[config.mk]
export PLATFORM = sky130hd
export DESIGN_NAME = fx_xfade_sel
export DESIGN_NICKNAME = d
export VERILOG_FILES = /design/src/rtl/fx_xfade_sel.sv
export SDC_FILE = /design/constraint.sdc
export NUM_CORES = 1
export LEC_CHECK = 0
export BUFFER_PORTS_ARGS = -buffer_cell sky130_fd_sc_hd__buf_2
export CAP_MARGIN = 5
export CORE_MARGIN = 2
export CORE_UTILIZATION = 40
export DETAILED_ROUTE_END_ITERATION = 6
export PLACE_DENSITY = 0.6
export SETUP_SLACK_MARGIN = 0.05
export SLEW_MARGIN = 20
export SYNTH_ARGS = -nofsm -noshare
export SYNTH_HDL_FRONTEND = slang
export SYNTH_SLANG_ARGS = --single-unit
[constraint.sdc]
create_clock -name clk -period 8 [get_ports clk]
set_input_delay 1.6 -clock clk [delete_from_list [all_inputs] [get_ports clk]]
set_output_delay 1.6 -clock clk [all_outputs]
set_load 0.05 [all_outputs]
[src/rtl/fx_xfade_sel.sv]
// Click-free stereo source selector: fades the routed source out to zero, swaps
// to the newly selected source, then fades it back in, one step per VALID strobe.
module fx_xfade_sel #(
  parameter int NUM_SRC   = 4,
  parameter int FADE_BITS = 8,
  localparam int SEL_W    = $clog2(NUM_SRC)
) (
  input  logic                   clk,
  input  logic                   rst_n,
  input  logic                   VALID,
  input  logic [SEL_W-1:0]       sel,
  input  logic [16*NUM_SRC-1:0]  fx_left,
  input  logic [16*NUM_SRC-1:0]  fx_right,
  output logic [15:0]            left_out,
  output logic [15:0]            right_out,
  output logic                   out_valid,
  output logic [SEL_W-1:0]       active_sel,
  output logic                   busy,
  output logic [1:0]             dbg_state
);

  localparam int GW = FADE_BITS + 1;
  localparam int PW = 16 + FADE_BITS + 2;
  localparam logic [GW-1:0] G_FULL = {1'b1, {FADE_BITS{1'b0}}};
  localparam logic [GW-1:0] G_ONE  = GW'(1);

  typedef enum logic [1:0] {PASS = 2'd0, FADE_OUT = 2'd1, FADE_IN = 2'd2} state_t;

  state_t           state_q, state_d;
  logic [GW-1:0]    g_q, g_d;
  logic [SEL_W-1:0] act_q, act_d;
  logic [SEL_W-1:0] tgt_q, tgt_d;
  logic [15:0]      left_q, left_d;
  logic [15:0]      right_q, right_d;
  logic             ov_q, ov_d;

  logic [15:0]          src_l, src_r;
  logic signed [PW-1:0] prod_l, prod_r, sh_l, sh_r;

  assign src_l = fx_left[16*int'(act_q) +: 16];
  assign src_r = fx_right[16*int'(act_q) +: 16];

  // Gain is a non-negative fraction of FULL, so it is zero-extended before the signed multiply.
  assign prod_l = $signed({{(PW-16){src_l[15]}}, src_l}) * $signed({{(PW-GW){1'b0}}, g_q});
  assign prod_r = $signed({{(PW-16){src_r[15]}}, src_r}) * $signed({{(PW-GW){1'b0}}, g_q});
  assign sh_l   = prod_l >>> FADE_BITS;
  assign sh_r   = prod_r >>> FADE_BITS;

  always_comb begin
    state_d = state_q;
    g_d     = g_q;
    act_d   = act_q;
    tgt_d   = tgt_q;
    left_d  = left_q;
    right_d = right_q;
    ov_d    = 1'b0;
    if (VALID) begin
      left_d  = sh_l[15:0];
      right_d = sh_r[15:0];
      ov_d    = 1'b1;
      case (state_q)
        PASS: begin
          if (sel != act_q && int'(sel) < NUM_SRC) begin
            tgt_d   = sel;
            g_d     = G_FULL - G_ONE;
            state_d = FADE_OUT;
          end
        end
        FADE_OUT: begin
          if (g_q == '0) begin
            act_d   = tgt_q;
            g_d     = G_ONE;
            state_d = FADE_IN;
          end else begin
            g_d = g_q - G_ONE;
          end
        end
        FADE_IN: begin
          if (g_q == G_FULL) begin
            state_d = PASS;
          end else begin
            g_d = g_q + G_ONE;
          end
        end
        default: state_d = PASS;
      endcase
    end
  end

  always_ff @(posedge clk) begin
    if (!rst_n) begin
      state_q <= PASS;
      g_q     <= G_FULL;
      act_q   <= '0;
      tgt_q   <= '0;
      left_q  <= '0;
      right_q <= '0;
      ov_q    <= 1'b0;
    end else begin
      state_q <= state_d;
      g_q     <= g_d;
      act_q   <= act_d;
      tgt_q   <= tgt_d;
      left_q  <= left_d;
      right_q <= right_d;
      ov_q    <= ov_d;
    end
  end

  assign left_out   = left_q;
  assign right_out  = right_q;
  assign out_valid  = ov_q;
  assign active_sel = act_q;
  assign busy       = (state_q != PASS);
  assign dbg_state  = state_q;

endmodule

==> results by group <==
STA
  – Final max-slew violation count: 0
  – Fin crit period: 7.04 ns
  – Final Skew: slightly below 0.01 ns
  – Fin crit share: 0.880
  – Rel. slew slack: 0.428
  – Setup Total Neg Slack: 0 ns
  – Hold Vio Cnt, Final: 0
  – # setup viols final: 0
  – Least-Margin Pin Slew: 0.856 ns
  – Final hold slack: 0.494 ns
  – RSZ-0062 raised after global routing: false
  – FMAX: between 0.1 and 0.15 GHz

Yosys
  – Top cells by count, synth: 282 x inv_1, 228 x fa_1, 195 x nand2_1
  – Sequential fraction of the synthesis area: 0.0763
  – Yosys cell types: 62
  – Main synth FF type: dfxtp_1
  – Yosys top cell area share: 0.362
  – Fraction of registers with async set/reset: 0
  – Most common cell in the netlist: inv_1
  – Post-synth EDFFs: 0
  – Seq cells post-synth: 48
  – Mapped Area: around 13,000 µm²
  – Post-synthesis cell count: about 1,400
  – Syn_area_per_cell: 9.04 µm²
  – Top cells by area, synth: fa_1 36%, ha_1 11%, inv_1 8.4%
  – Syn_nets: around 1,900
  – Largest area contributor in the synthesized netlist: fa_1
  – Yosys warnings: 0

Clock tree
  – CTS HTree Levels: 2
  – CTS clk-pin slew, worst paths: 0.07 ns
  – CTS tree: built
  – Worst skew pair latency: 0.30 ns
  – CTS Sinks: 48
  – Total CTS buffers: 5
  – Post-CTS Setup Bufs: 0
  – Hold-fix buffers, CTS: 0
  – Root Driver: clkbuf_16
  – Clock Path Buffers: 2
  – Post_cts resized: 0

Setup path
  – Cell count along the critical path: 21
  – Bufs and invs on worst path: 5
  – Crit path largest cell delay: 0.57 ns
  – Critical Path Start Type: primary input
  – Critical path, cell by cell: buf_2 -> mux4_2 -> and2_1 -> fa_1 -> fa_1 -> inv_1 -> fa_1 -> inv_1 -> fa_1 -> inv_1 -> fa_1 -> inv_1 -> ha_1 -> a21o_1 -> a21oi_1 -> o211ai_1 -> o211a_1 -> o41a_2 -> o21ai_0 -> nor4b_1 -> a311o_1
  – CP Max Fanout: 9
  – CP max-delay cell: mux4_2
  – WP data required: between 8 and 9 ns
  – Critical Path Sink Type: register
  – Worst reg2reg startpoint: active_sel[0]
  – Crit path max-delay family: adder cells
  – Critical Path AT: just over 7 ns
  – Register-to-Register Path Depth: 22
  – Crit Path Class: in2reg
  – R2R setup slack: between 1 and 1.5 ns
  – Crit-path most repeated cell: fa_1
  – Reg2reg end: left_out[14]

Global route
  – GRT overflow: 0
  – GRT Total Usage: 0.202
  – Vias in the first global route: 10,500
  – Initial antenna violation count: 0
  – Largest net degree at the start of global routing: 57
  – First-pass GRT wire length: 53.1 mm

Finish
  – Area grow syn2layout: 11.4%
  – Post-layout util: 0.455
  – Nets: 1,996
  – Layout cells sized above 1: 0.159

Pwr
  – Pleak: roughly 7.2 nW
  – Psw: 1.88 mW
  – Switch share: 0.528
  – Flop pwr share: 0.100
  – Cell area power density: 253 nW/µm²
  – Gate power share: 0.828
  – Total design power: about 3.6 mW
  – Worst vdd ir: 148 µV
  – Internal power: between 1.5 and 2 mW
  – Clock share of power: 0.072

Route
  – Vias/cell: roughly 5.1
  – Residual DRC: 0
  – Vias: 9,862
  – Initial DRC count: approximately 450
  – Routed Antenna Nets: 0
  – DR WL/cell: 16.2 µm
  – Drt pass-1 iters: 5
  – Detailed Route WL: 31.2 mm

Placement
  – Hpwl dp: ~25 mm
  – Placer Congestion: roughly 0.83
  – I/O Buffers: 170

Min path
  – Hold Path Depth: 2
  – Hold Path Origin: right_out[13]
  – Hold worst-path end: right_out[13]
  – Hold Path Class: reg2reg

Run
  – Max Cap Violations: 0

Floorplan
  – IO Pins: 171
  – Die area: about 33,000 µm²
  – Core box area: 30,800 µm²
  – Die Y-Extent: between 150 and 200 µm
  – Site Rows: 64
  – Initial Utilization: 0.409
  – Chip Width: 181 µm

Status
  – Status: finished, final reports clean
## through the flow
step                worst slack [ns]  instance area (µm²)  cells
floorplan                       1.10                12600   1394
global placement               0.714                13900   1918
detailed placement             0.626                13900   1918
CTS                            0.947                14000   1926
global route                   0.681                14000   1926
finish                         0.958                14000   1927
## tightest hold or removal path: stages, from the launching register on
cell,delay [ns]
dfxtp_1,0.33
nand3_1,0.07
o31ai_1,0.06
## worst max path at each step
stage / slack [ns] / end / startpoint
after floorplan: 1.10 / left_out[14] / fx_left[51]
after global placement: 0.71 / left_out[14] / fx_left[51]
after detailed placement: 0.63 / left_out[14] / fx_left[51]
after CTS: 0.95 / left_out[14] / fx_left[51]
after global routing: 0.68 / left_out[14] / fx_left[51]
final: 0.96 / left_out[14] / fx_left[51]
## registers in the layout, indices dropped and copies added (netlist names)
name,flops
g_q,9
active_sel,2
right_out,16
left_out,16
dbg_state,2
out_valid,1
tgt_q,2
## placed cells by master, fill, tap and decap left out, drive strengths merged, types with 33 or more instances in the layout
| master | instances |
|---|---|
| inv | 283 |
| fa | 228 |
| nand2 | 195 |
| buf | 188 |
| and2 | 130 |
| ha | 106 |
| dfxtp | 48 |
| mux4 | 34 |
| a21oi | 33 |
| o21ai | 33 |
## kinds of logic after synthesis
group           count (synthesis)  share of synthesized area
compound gates                143                     0.0778
xor+xnor                       39                     0.0271
fa+ha+maj                     334                      0.468
buf+inv                       342                      0.103
flops                          48                     0.0763
mux                            49                     0.0728
simple gates                  439                      0.176
## layout make-up
class                   count  area, µm²
clock buffers               5        125
repair buffers            188        986
fillers                  3036      16800
well taps                 396        495
multi-input cells        1004      10300
inverters                 282       1060
clock inverters             3       46.3
flip-flops and latches     48        965
diodes                      1       2.50
## power groups by stage
stage / registers, mW / logic, mW / clock network [mW]
6_report: 0.357 / 2.94 / 0.255
5_1_grt: 0.365 / 3.41 / 0.271
4_1_cts: 0.359 / 2.98 / 0.262
3_5_place_dp: 0.364 / 2.96 / 0
3_3_place_gp: 0.363 / 2.92 / 0
2_1_floorplan: 0.512 / 2.18 / 0
## metal layers
metal,up-vias,global-route usage,routed length (µm)
li1,4655,-,-
met1,4952,0.267,13800
met2,234,0.360,15600
met3,21,0.0209,1420
met4,0,0.0377,364
met5,-,0,0
Power figures use the tool's default switching activity.
